`src/rtl/shift_add_mul.sv`:
```
// Sequential shift-and-add multiplier: one multiplier bit per clock, LSB first,
// producing the low WIDTH bits of a*b after exactly WIDTH calculation cycles.
module shift_add_mul #(
  parameter int WIDTH = 32
) (
  input  logic             clk,
  input  logic             reset,
  input  logic [WIDTH-1:0] a,
  input  logic [WIDTH-1:0] b,
  input  logic             start,
  output logic [WIDTH-1:0] result,
  output logic             valid,
  output logic             busy
);

  localparam int CW = $clog2(WIDTH + 1);
  localparam logic [CW-1:0] LAST = CW'(WIDTH - 1);

  typedef enum logic [1:0] {
    IDLE = 2'd0,
    CALC = 2'd1,
    DONE = 2'd2
  } state_t;

  state_t           state;
  state_t           state_next;
  logic [WIDTH-1:0] mcand;
  logic [WIDTH-1:0] mplier;
  logic [WIDTH-1:0] acc;
  logic [WIDTH-1:0] acc_step;
  logic [CW-1:0]    cnt;
  logic             last_step;

  assign acc_step  = acc + (mplier[0] ? mcand : '0);
  assign last_step = (cnt == LAST);

  always_ff @(posedge clk or negedge reset) begin
    if (!reset) begin
      state <= IDLE;
    end else begin
      state <= state_next;
    end
  end

  always_comb begin
    state_next = state;
    case (state)
      IDLE:    if (start) state_next = CALC;
      CALC:    if (last_step) state_next = DONE;
      DONE:    state_next = start ? CALC : IDLE;
      default: state_next = IDLE;
    endcase
  end

  // The final step's sum goes straight into result so DONE follows the WIDTH-th edge.
  always_ff @(posedge clk or negedge reset) begin
    if (!reset) begin
      mcand  <= '0;
      mplier <= '0;
      acc    <= '0;
      cnt    <= '0;
      result <= '0;
    end else begin
      case (state)
        IDLE, DONE: begin
          if (start) begin
            mcand  <= a;
            mplier <= b;
            acc    <= '0;
            cnt    <= '0;
          end
        end
        CALC: begin
          mcand  <= mcand << 1;
          mplier <= mplier >> 1;
          acc    <= acc_step;
          cnt    <= cnt + CW'(1);
          if (last_step) result <= acc_step;
        end
        default: ;
      endcase
    end
  end

  assign busy  = (state == CALC);
  assign valid = (state == DONE);

endmodule
```
`config.mk`:
```
export PLATFORM = sky130hd
export DESIGN_NAME = shift_add_mul
export DESIGN_NICKNAME = d
export VERILOG_FILES = /design/src/rtl/shift_add_mul.sv
export SDC_FILE = /design/constraint.sdc
export NUM_CORES = 1
export LEC_CHECK = 0
export ABC_AREA = 1
export BUFFER_PORTS_ARGS = -buffer_cell sky130_fd_sc_hd__buf_2
export CORE_MARGIN = 5
export CORE_UTILIZATION = 53
export CTS_BUF_LIST = sky130_fd_sc_hd__clkbuf_16
export CTS_CLUSTER_SIZE = 8
export DETAILED_ROUTE_END_ITERATION = 8
export GPL_ROUTABILITY_DRIVEN = 1
export GPL_TIMING_DRIVEN = 0
export PLACE_DENSITY = 0.77
export SYNTH_ARGS = -nofsm -noshare
export SYNTH_HDL_FRONTEND = slang
export SYNTH_SLANG_ARGS = --single-unit
```
`constraint.sdc`:
```
create_clock -name clk -period 2.3 [get_ports clk]
set_input_delay 0.23 -clock clk [delete_from_list [all_inputs] [get_ports clk]]
set_output_delay 0.23 -clock clk [all_outputs]
set_load 0.03 [all_outputs]
```
### After elaboration in Yosys (flattened, before gate mapping)

Cells that the tools add are included.

| cells by class | value |
|---|---|
| reductions and logical operators | 6 |
| add/subtract/negate cells | 2 |
| muxes and demuxes | 13 |
| equality and inequality tests | 6 |

Operator list:

| operator | number |
|---|---|
| $pmux 32 s2 | 3 |
| $mux 32 | 4 |
| $add 32x32->32 | 1 |
| $pmux 6 s2 | 1 |
| $add 6x1->6 const B | 1 |
| $eq 6x5->1 const B | 1 |
| $mux 6 | 1 |
| $pmux 2 s3 | 1 |
| $reduce_and 2->1 | 3 |
| $mux 2 | 2 |
| $ne 2x2->1 const B | 2 |
| $eq 2x1->1 const B | 1 |
| $eq 2x2->1 const B | 1 |
| $logic_not 2->1 | 1 |
| $ne 2x1->1 const B | 1 |
| $reduce_bool 2->1 | 1 |
| $reduce_or 2->1 | 1 |
| $mux 1 | 1 |

| word-level totals | value |
|---|---|
| output and inout port bits | 34 |
| bits of input ports | 67 |
| bits in registers | 136 |
| word-level logic and storage cells | 33 |

### Logic depth before layout (Yosys ltp)

Gate-level depths: netlist of run 1.

| logic depth | value |
|---|---|
| depth in word-level cells | 4 |
| depth in mapped cells | 16 |
| gate-level depth less buffers | 14 |

### Least setup slack after synthesis of run 1

OpenSTA, ideal clock, no wires.

| timing path | value |
|---|---|
| path kind | register to register |
| start | reg mplier[0] |
| end | reg acc[28] |
| cell stages (with the launch flop) | 15 |
| path buffers | 2 |
| setup time | 121 ps |
| setup slack | 89 ps |
| data required time | 2179 ps |
| data arrival time | 2090 ps |
| clock period less this slack | 2211 ps |
| cells stage by stage | dfrtp_1 -> clkbuf_1 -> clkbuf_1 -> nand2_1 -> inv_1 -> ha_1 -> fa_1 -> nand3_1 -> nand3_1 -> nand3_1 -> nand3_1 -> nand2_1 -> nand3_1 -> nand3_1 -> nand2_1 |

| on the way | value |
|---|---|
| longest elaborated chain between the ends | 3 |

Ends and longest elaborated chain:

| element | line | RTL |
|---|---|---|
| start, declared | 28 | `logic [WIDTH-1:0] mplier;` |
| start signal, assigned | 75 | `mplier <= mplier >> 1;` |
| $mux 32 | 34 | `assign acc_step = acc + (mplier[0] ? mcand : '0);` |
| $add 32x32->32 | 34 |  |
| $pmux 32 s2 | 64 | `case (state)` |
| end signal, assigned | 76 | `acc <= acc_step;` |
| end, declared | 29 | `logic [WIDTH-1:0] acc;` |

Every way passes these cells.
A chain may end at the register's enable or synchronous reset.

### Worst setup path in the final report of run 1

| timing path | value |
|---|---|
| start | reg mplier[0] |
| end | reg acc[30] |

Same word-level chain as after synthesis.

==> impl_summary.txt, run 1 <==
----------------------------------------------------
[Power and ir drop]
  Power per cell area ... ~500 mW/mm2
  Highest ir drop seen on vdd ... about 0.49 mV
  Leak ... around 5.8 nW

[Placement]
  Last weighted congestion value of the routability-driven placer ... between 0.9 and 1
  Port-buffer cells ... 100
  Cell count after placement ... 1,450
  Dpl cell area ... about 0.009 mm2
  HPWL after detailed placement ... around 17,000 um

[Layout]
  Finished layout cell area ... between 0.01 and 0.015 mm2
  Area occupied by multi-input gates ... around 0.0047 mm2
  Fill cell total of the finished layout ... approximately 1,300
  Fraction of final layout cells with drive strength greater than 1 ... about a quarter
  Sequential cell area ... between 0.003 and 0.004 mm2
  Net count reported at finish ... between 1,000 and 1,500
  Non-filler cells in the finished layout ... 1,494
  Layout overhead on the synthesized area ... 27.8%
  Number of diodes ... 0

[Clocking]
  Cell at the root of the clock tree ... clkbuf_16
  Clock sink total ... roughly 140
  Buffer levels on the longest clock path ... 2
  TritonCTS clock tree ... yes
  Number of buffers inserted during clock tree synthesis ... 17
  Clock latency at the later pin of the worst-skew pair ... between 400 and 500 ps
  CTS H-tree lvls ... 4
  Clock transition at path regs ... 60 ps

[Synthesis]
  Area share of the largest cell type after synthesis ... about two fifths
  Post-synthesis cell area ... just over 0.008 mm2
  Share of flip-flops with an asynchronous set or reset after synthesis ... 100%
  Ranking of synthesized cells by area ... dfrtp_1 (42%), nand2_1 (20%), nand3_1 (10%)
  Post-synthesis sequential area ratio ... a little over two fifths
  Most frequently used flop master after synthesis ... dfrtp_1
  Number of synthesized register bits ... around 140
  Leading cell type by number of instances after synthesis ... nand2_1
  Synthesized netlist cell count ... 1,161
  Number of synthesized flops with an enable pin ... 0
  Number of nets in the synthesized netlist ... about 1,300
  Area leader, netlist ... dfrtp_1
  Syn avg cell area ... about 7 um2
  Commonest cells post-synth ... nand2_1 (442), inv_1 (176), nand3_1 (162)
  Warning count from the yosys run ... 0
  Count of cell types in the netlist ... 31

[Floorplanning]
  Number of cell rows ... 45
  Core region area ... ~0.015 mm2
  Initial standard-cell utilization of the core ... a little over half
  Die footprint ... roughly 0.018 mm2
  Die Width ... 134 um
  Overall die height ... approximately 130 um
  I/O pin cnt ... between 100 and 150

[STA]
  Least-Margin Pin Slew ... about 700 ps
  Peak clock frequency supported by timing ... 434 MHz
  Worst slew margin relative to its limit ... a little over half
  Worst clock skew ... ~12 ps
  Final worst-path cycle share ... 100%
  Setup repair after global routing missed its margin ... true
  Tmin final ... between 2000 and 2500 ps
  Number of pins with negative max-slew slack in the final report ... 0
  Final worst-path setup slack ... -4.59 ps
  Final setup vio count ... 1
  Number of hold violations in the final report ... 0

[Global routing]
  Vias in the first global route ... roughly 7,700
  Initial antenna violation count ... 1
  First-pass GRT wire length ... 36,300 um
  Total Routing Usage GR ... approximately 26%
  Largest net degree at the start of global routing ... 97
  Leftover overflow at the end of global routing ... 0

[Drt]
  Total number of vias ... ~8,000
  1st-iter DRT viols ... 508
  Drt drc ... 0
  Detailed Routing Iterations Pass 1 ... 4
  Average detailed-routed wire length per instance ... 15.8 um
  Remaining antenna violation count after routing ... 0
  Number of vias per cell after detailed routing ... approximately 5.4
  Total routed wirelength ... between 20,000 and 25,000 um

[Setup path]
  Critical Setup Path Class ... register to register
  Worst setup EP type ... register
  Count of cells along the worst register-to-register path ... 14
  Max Fanout on Critical Path ... 5
  R2R Setup Slk ... -5 ps
  Worst path arrival time ... around 2600 ps
  Data required, critical path ... about 2600 ps
  Crit Reg-Reg Startpoint ... mplier[0]
  Most common cell on crit path ... nand3_1
  Crit-path slowest cell ... dfrtp_2
  Setup crit start kind ... register
  Max stage delay on crit path ... 430 ps
  Cell chain of the critical path ... buf_6 > buf_8 > nand2_4 > inv_4 > ha_4 > fa_2 > nand2_1 > nand3_1 > nand2_2 > nand2_4 > nand2_2 > nand3_1 > nand3_1 > nand2_1
  Endpoint of the most critical register-to-register path ... acc[30]

[Worst hold path]
  Min-Delay Endpoint ... mcand[23]
  Worst min-delay path class ... input pin to register
  Hold wc startpoint ... a[23]
  Worst Hold Path Cells ... 3

[Outcome]
  Status ... finished, violations left
  Failing checks ... setup timing

[Run]
  Max Cap Violations ... 0

----------------------------------------------------
## final cells by class
class,instances,share of cell area [%]
multi-input cells,798,44.7
flip-flops and latches,136,32.7
inverters,183,6.63
plain buffers,42,2.07
clock inverters,15,1.09
repair buffers,115,6.42
well taps,188,2.26
clock buffers,17,4.09
## layer usage
layer | part of all wire [%] | vias up | GRT usage (%)
met1 | 43 | 3747 | 33.8
met4 | 3.4 | 2 | 8.86
li1 | - | 3941 | -
met3 | 6.9 | 69 | 6.08
met2 | 47 | 264 | 41.3
met5 | 0.055 | - | 0
## where the power goes
group / total [W] / internal [W] / switching, W
Sequential: 0.00239 / 0.00239 / 0
Combinational: 0.000130 / 0.0000488 / 0.0000813
Clock: 0.00256 / 0.00146 / 0.00110
Total: 0.00509 / 0.00391 / 0.00118
## sequential cells by signal, indices dropped and copies added, names as in the netlist
register / cells
state: 2
result: 32
acc: 32
mplier: 32
mcand: 32
cnt: 6
## placed cells by master (no fill, tap or decap), drive strengths merged, types with 25 or more instances in the layout
master and instances:
nand3 162, inv 188, nand2 442, buf 126, a21oi 25, o21ai 26
clkbuf 47, ha 32, nor2 45, dfrtp 136, o221ai 28
## how the worst max path moves through the flow
stage	from	endpoint	slack, ps
2_1_floorplan	mplier[0]	acc[28]	90
3_3_place_gp	reset	mplier[24]	-880
3_5_place_dp	mplier[0]	result[28]	-580
4_1_cts	mplier[0]	result[31]	-0.8
5_1_grt	mplier[0]	result[21]	-120
6_report	mplier[0]	acc[30]	-5
## worst max-delay path, delay by kind of cell, from the launching register on
kind	cells	cell delay, ps
buffers and inverters	3	320
and+or+nand+nor	9	910
DFF	1	430
adders and majority gates	2	550
## what timing repair did
action	4_1_cts	5_1_grt
gates resized for setup	33	181
endpoints found under the setup margin	58	67
pin swaps	2	48
hold endpoints to repair	40	0
setup buffers	2	8
hold buffers	1	0
cloned	0	3
## metrics by stage
step                      worst slack [ps]  util, %  setup TNS [ps]  hold slack, ps  power [W]
after detailed placement              -579     58.9          -17740             167    0.00257
after CTS                           -0.783     63.3          -0.783            36.9    0.00508
after global placement                -883     58.6         -133310             457    0.00256
final                                -4.59     68.7           -4.59            40.9    0.00509
after global routing                  -122     68.7           -1630            42.6    0.00520
after floorplan                       89.4        -               0           -65.6    0.00245
## cell families (layout without fill, tap and decap cells)
group	Yosys count	after routing	synth area share, %
xor+xnor	10	10	1.08
buf+inv	227	372	10.8
fa+ha+maj	33	33	5.16
flops	136	136	41.8
simple gates	665	665	33.9
compound gates	90	90	7.21
Note: power is estimated with default switching activity, not from simulation.
==> inputs of run 2 (changes only) <==
--- a/config.mk
+++ b/config.mk
@@ -15,6 +15,7 @@
 export GPL_ROUTABILITY_DRIVEN = 1
 export GPL_TIMING_DRIVEN = 0
 export PLACE_DENSITY = 0.77
+export REMOVE_ABC_BUFFERS = 1
 export SYNTH_ARGS = -nofsm -noshare
 export SYNTH_HDL_FRONTEND = slang
 export SYNTH_SLANG_ARGS = --single-unit
==> run 2 against run 1 <==
Effect of this change:
- the flow now finishes without violations
- clock power up 8.6%
- first-iteration DRC count up 48%
- routed wire length down 4.2%
- critical path depth unchanged
- flip-flop and latch count unchanged
- utilization down 1.3 points
- sequential share of layout area up 0.65 points
- register-to-register slack better by 50 ps
- clock skew down 4.3 ps
- die area unchanged
- power up 4.3%
- critical path type unchanged
- largest cell class unchanged
- highest routed layer is now met4
==> impl_summary.txt, run 2 (synthesis results as in run 1) <==
----------------------------------------------------
[Outcome]
  Status ... complete, no violations

[Setup path]
  R2R Setup Slk ... approximately 47 ps
  Max Fanout on Critical Path ... 16
  Most common cell on crit path ... nand2_1
  Number of cells on the critical path ... 14
  Crit Reg-Reg Startpoint ... mplier[0]
  Start point of the critical path ... mplier[0]
  Worst path arrival time ... 2570 ps
  Max stage delay on crit path ... approximately 550 ps
  Largest delay contributor family on the critical path ... simple AND/OR/NAND/NOR gates
  Data required, critical path ... 2610 ps
  Cell chain of the critical path ... buf_12 > nand2_1 > inv_1 > ha_4 > nand2_2 > inv_1 > nand2_1 > nand2_1 > inv_1 > nand3_2 > nand2_1 > nand4_1 > nand3_1 > nand2_1
  Count of cells along the worst register-to-register path ... 14
  Buffers & Inverters on Critical Path ... 4
  Critical path destination ... result[25]
  Worst setup EP type ... register
  Endpoint of the most critical register-to-register path ... result[25]
  Setup crit start kind ... register
  Crit-path slowest cell ... dfrtp_4
  Critical Setup Path Class ... register to register

[Drt]
  Number of vias per cell after detailed routing ... between 5 and 6
  Total number of vias ... 7,807
  Total routed wirelength ... approximately 23,000 um
  Detailed Routing Iterations Pass 1 ... 8
  1st-iter DRT viols ... approximately 750
  Average detailed-routed wire length per instance ... between 15 and 20 um
  Remaining antenna violation count after routing ... 0
  Drt drc ... 0

[Floorplanning]
  Overall die height ... approximately 130 um
  Number of cell rows ... 45
  Die Width ... around 130 um
  Core region area ... roughly 0.015 mm2
  Die footprint ... 0.0179 mm2
  I/O pin cnt ... around 100
  Initial standard-cell utilization of the core ... 53.8%

[STA]
  Tmin final ... ~2300 ps
  Number of hold violations in the final report ... 0
  Final worst-path cycle share ... between 90 and 100%
  Final setup vio count ... 0
  Final TNS setup ... 0 ps
  Worst clock skew ... between 8 and 9 ps
  Worst slew margin relative to its limit ... between 20% and 30%
  Number of pins with negative max-slew slack in the final report ... 0
  Least-Margin Pin Slew ... between 1000 and 1500 ps
  Peak clock frequency supported by timing ... 444 MHz
  Setup repair after global routing missed its margin ... true

[Layout]
  Finished layout cell area ... about 0.010 mm2
  Final cell utilization of the core ... approximately two thirds
  Area occupied by multi-input gates ... 0.00457 mm2
  Number of diodes ... 0
  Sequential cell area ... roughly 0.0034 mm2
  Net count reported at finish ... between 1,000 and 1,500
  Fraction of final layout cells with drive strength greater than 1 ... 22.3%
  Most common cell after layout, fill and taps aside ... nand2_1
  Layout overhead on the synthesized area ... 25.4%
  Fill cell total of the finished layout ... 1,250
  Commonest cells after routing, fill and taps aside ... nand2_1 (399), inv_1 (170), nand3_1 (149), dfrtp_1 (135), buf_2 (99)

[Global routing]
  Met3 track utilization from global routing ... just under 5%
  Global-route met1 utilization ... roughly a third
  GR Layer Usage met2 ... 40.6%
  Total Routing Usage GR ... 25.1%
  Leftover overflow at the end of global routing ... 0
  First-pass GRT wire length ... around 36,000 um
  GRT busiest layer ... met2
  Vias in the first global route ... about 7,500
  Largest net degree at the start of global routing ... 77
  Initial antenna violation count ... 0

[Power and ir drop]
  Leak ... 5.63 nW
  Total chip power ... 0.00531 W
  Power per cell area ... a little over 500 mW/mm2
  Highest ir drop seen on vdd ... 0.424 mV

[Run]
  Max Cap Violations ... 0

[Clocking]
  Number of buffers inserted during clock tree synthesis ... 17
  Clock latency at the later pin of the worst-skew pair ... roughly 430 ps
  CTS H-tree lvls ... 4
  Clock sink total ... between 100 and 150
  Clock transition at path regs ... around 60 ps
  Buffer levels on the longest clock path ... 2
  Cell at the root of the clock tree ... clkbuf_16
  TritonCTS clock tree ... yes

[Placement]
  Dpl cell area ... about 0.0087 mm2
  HPWL after detailed placement ... roughly 15,000 um
  Port-buffer cells ... 100
  Last weighted congestion value of the routability-driven placer ... 0.944

[Worst hold path]
  Worst Hold Path Cells ... 3
  Worst min-delay path class ... input pin to register

----------------------------------------------------
run 2: changes by cell type in the layout (fill, tap and decap cells not counted), moves of 6 or more:
cell	before	now
nand2_4	14	5
clkbuf_1	29	0
inv_2	24	10
nand3_1	142	149
buf_6	9	3
nand2_1	387	399
inv_1	161	170
buf_2	107	99
run 2: cell type report:
class,instances,share of cell area [%]
multi-input cells,800,44.8
inverters,183,7.34
flip-flops and latches,136,33.4
clock inverters,14,1.56
well taps,188,2.30
repair buffers,113,6.46
clock buffers,17,4.17
run 2: worst min-delay path by stage:
stage                    start  slack (ps)         end
floorplan                reset         -70      acc[0]
finish                    a[1]          40    mcand[1]
detailed placement       reset         240  mplier[25]
global route             b[23]          50  mplier[23]
CTS                      b[19]          30  mplier[19]
global placement    result[29]         460  result[29]
run 2: per-stage QoR:
stage | hold WS [ps] | setup slack, ps | std cells
6_report | 38.3 | 47.4 | 1451
3_5_place_dp | 245 | -2590 | 1407
4_1_cts | 33.8 | 1.65 | 1447
3_3_place_gp | 459 | -2910 | 1405
2_1_floorplan | -65.6 | -1310 | 1117
5_1_grt | 46.5 | -42.7 | 1451
run 2: what timing repair did:
item / CTS / global route
endpoints found under the hold margin: 60 / 0
pin swaps: 3 / 22
resized for setup: 30 / 152
gates cloned: 2 / 0
setup buffers: 6 / 4
setup endpoints to repair: 136 / 87
hold buffers: 1 / 0
run 2: routing by layer:
metal  vias to the layer above  wire length [um]
li1                       3851                 -
met1                      3668              9980
met2                       241             10800
met3                        47              1450
met4                         0               481
met5                         -                 0
run 2: power breakdown:
| part | leakage [nW] | switching (W) | internal [W] | total, W |
|---|---|---|---|---|
| registers | 1.87 | 0 | 0.00239 | 0.00239 |
| logic | 3.48 | 0.0000814 | 0.0000464 | 0.000128 |
| clock network | 0.277 | 0.00110 | 0.00168 | 0.00278 |
| total | 5.63 | 0.00118 | 0.00412 | 0.00530 |
run 2: tightest hold or removal path: cells and delay by family:
kind | cells | cell delay [ps]
buf+inv | 1 | 80
compound gates | 1 | 60
simple gates | 1 | 60
==> inputs of run 3 (changes only) <==
--- a/config.mk
+++ b/config.mk
@@ -7,15 +7,13 @@
 export LEC_CHECK = 0
 export ABC_AREA = 1
 export BUFFER_PORTS_ARGS = -buffer_cell sky130_fd_sc_hd__buf_2
-export CORE_MARGIN = 5
-export CORE_UTILIZATION = 53
+export CORE_UTILIZATION = 55
 export CTS_BUF_LIST = sky130_fd_sc_hd__clkbuf_16
 export CTS_CLUSTER_SIZE = 8
 export DETAILED_ROUTE_END_ITERATION = 8
 export GPL_ROUTABILITY_DRIVEN = 1
 export GPL_TIMING_DRIVEN = 0
-export PLACE_DENSITY = 0.77
-export REMOVE_ABC_BUFFERS = 1
+export PLACE_DENSITY = 0.76
 export SYNTH_ARGS = -nofsm -noshare
 export SYNTH_HDL_FRONTEND = slang
 export SYNTH_SLANG_ARGS = --single-unit
==> constraint.sdc (replaced) <==
create_clock -name clk -period 2.6 [get_ports clk]
set_input_delay 0.26 -clock clk [delete_from_list [all_inputs] [get_ports clk]]
set_output_delay 0.26 -clock clk [all_outputs]
set_load 0.03 [all_outputs]
==> run 3 against run 2 <==
Effect of this change:
- the run now ends with DRC left
- clock power is 8.6% lower
- first-iteration DRC count is 41% lower
- critical path depth is 1 lower
- flip-flop and latch count stayed put
- routed wire length is 7.9% lower
- power is 10% lower
- worst hold slack better by 29 ps
- setup slack better by 89 ps
==> impl_summary.txt, run 3 (synthesis results as in run 1) <==
----------------------------------------------------
[Outcome]
  Status ... finished, violations left
  Failing checks ... DRC

[Run]
  Max Cap Violations ... 0

[Clocking]
  Cell at the root of the clock tree ... clkbuf_16
  Number of buffers inserted during clock tree synthesis ... 17
  Clock latency at the later pin of the worst-skew pair ... approximately 430 ps
  CTS H-tree lvls ... 4
  Clock transition at path regs ... ~70 ps
  TritonCTS clock tree ... yes
  Clock sink total ... between 100 and 150
  Buffer levels on the longest clock path ... 2

[Drt]
  Drt drc ... 1
  1st-iter DRT viols ... approximately 440
  Total routed wirelength ... around 21,000 um
  Remaining antenna violation count after routing ... 0
  Detailed Routing Iterations Pass 1 ... 7
  Total number of vias ... 7,624
  Average detailed-routed wire length per instance ... 14.1 um
  Number of vias per cell after detailed routing ... 5.16

[Floorplanning]
  Die footprint ... ~0.015 mm2
  Overall die height ... 124 um
  I/O pin cnt ... roughly 100
  Core region area ... around 0.014 mm2
  Initial standard-cell utilization of the core ... between 50 and 60%
  Number of cell rows ... 44
  Die Width ... approximately 120 um

[Placement]
  HPWL after detailed placement ... 15,800 um
  Port-buffer cells ... 100
  Dpl cell area ... between 0.008 and 0.009 mm2
  Last weighted congestion value of the routability-driven placer ... between 0.9 and 1
  Setup slack at placement ... -327 ps

[Setup path]
  Largest delay contributor family on the critical path ... simple AND/OR/NAND/NOR gates
  Max Fanout on Critical Path ... 10
  Max stage delay on crit path ... roughly 470 ps
  Worst path arrival time ... 2780 ps
  Buffers & Inverters on Critical Path ... 2
  Critical Setup Path Class ... register to register
  Setup crit start kind ... register
  Crit-path slowest cell ... dfrtp_2
  Data required, critical path ... 2920 ps
  Cell chain of the critical path ... clkbuf_8 > nand2_1 > inv_1 > ha_1 > fa_2 > nand3_1 > nand3_1 > nand2_1 > nand2_1 > nand3_1 > nand4_1 > nand3_1 > nand2_1
  Worst setup EP type ... register

[Layout]
  Commonest cells after routing, fill and taps aside ... nand2_1 (440), inv_1 (177), nand3_1 (160), dfrtp_1 (135), buf_2 (107)
  Number of diodes ... 0
  Fraction of final layout cells with drive strength greater than 1 ... 12.9%
  Layout overhead on the synthesized area ... 17.6%
  Most common cell after layout, fill and taps aside ... nand2_1
  Finished layout cell area ... 0.00958 mm2
  Net count reported at finish ... between 1,000 and 1,500

[Global routing]
  Total Routing Usage GR ... a little under 30%
  Leftover overflow at the end of global routing ... 0
  Largest net degree at the start of global routing ... 99
  Vias in the first global route ... a little over 7,000
  Initial antenna violation count ... 0
  First-pass GRT wire length ... 34,300 um

[STA]
  Final worst-path setup slack ... between 100 and 150 ps
  Least-Margin Pin Slew ... 689 ps
  Tmin final ... roughly 2500 ps
  Worst clock skew ... ~9.8 ps
  Number of hold violations in the final report ... 0
  Setup repair after global routing missed its margin ... false
  Peak clock frequency supported by timing ... about 400 MHz
  Final setup vio count ... 0
  Number of pins with negative max-slew slack in the final report ... 0
  Final worst-path cycle share ... a little over nine tenths
  Worst slew margin relative to its limit ... between 50% and 60%

[Power and ir drop]
  Highest ir drop seen on vdd ... around 0.44 mV
  Power per cell area ... around 500 mW/mm2
  Leak ... approximately 5.6 nW

[Worst hold path]
  Worst min-delay path class ... input pin to register

----------------------------------------------------
## run 3: cell count changes in the layout (fill, tap and decap cells not counted), sizes merged
cell      before  now
clkbuf        17   49
inv          183  189
clkinvlp       4    1
nor2          47   45
bufinv         4    3
clkinv         6    5
## run 3: stage by stage
stage	hold slack, ps	cells	utilization, %	total power (W)	setup TNS [ps]
global route	85.5	1478	66.2	0.00489	0
floorplan	-35.6	1161	-	0.00217	0
global placement	457	1445	61.3	0.00226	-83760
finish	67.0	1478	66.2	0.00477	0
detailed placement	193	1446	61.5	0.00227	-2760
CTS	57.6	1478	66.0	0.00481	0
## run 3: area by class of cell
class	count	area (um2)
tap	184	230
fill	1349	4900
clock inverter	15	191
timing repair buffer	102	544
buffer	43	205
clock buffer	17	425
sequential	136	3400
multi-input combinational	798	3890
inverter	183	687
## run 3: report_power, final
part	switching [W]	leakage, nW	internal (W)
Clock	0.00101	0.302	0.00153
Combinational	0.0000693	3.45	0.0000430
Sequential	0	1.87	0.00212
Total	0.00108	5.63	0.00369
## run 3: repair_timing
action,in CTS,in global routing
gates resized for setup,7,8
hold endpoints to repair,38,0
setup buffers,0,0
endpoints found under the setup margin,35,34
hold buffers,1,0
## run 3: worst reg2reg max path: stages, from the launching register on
cell      delay, ps
dfrtp_2         470
clkbuf_8        190
nand2_1          60
inv_1            40
ha_1            220
fa_2            400
nand3_1         100
nand3_1         180
nand2_1         110
nand2_1         110
nand3_1         140
nand4_1         150
nand3_1         110
nand2_1          60
## run 3: path summary, 6_finish.rpt
kind	cells after the start	to	slack, ps	startpoint
worst max register to register	13	acc[24]	140	mplier[0]
min in group asynchronous	2	result[5]	300	reset
max in group asynchronous	3	mplier[0]	1500	reset
worst min-delay path	3	mcand[23]	70	a[23]
worst max-delay path	13	acc[24]	140	mplier[0]
worst min register to register	2	result[14]	470	result[14]
## run 3: routing by layer
| layer | routed length [um] | vias to the layer above | part of all wire [%] | track usage (%) |
|---|---|---|---|---|
| met4 | 476 | 0 | 2.3 | 12.0 |
| met2 | 9560 | 198 | 46 | 46.6 |
| met5 | 0 | - | 0 | 0 |
| li1 | - | 3908 | - | - |
| met3 | 1190 | 37 | 5.7 | 6.09 |
| met1 | 9670 | 3481 | 46 | 39.4 |
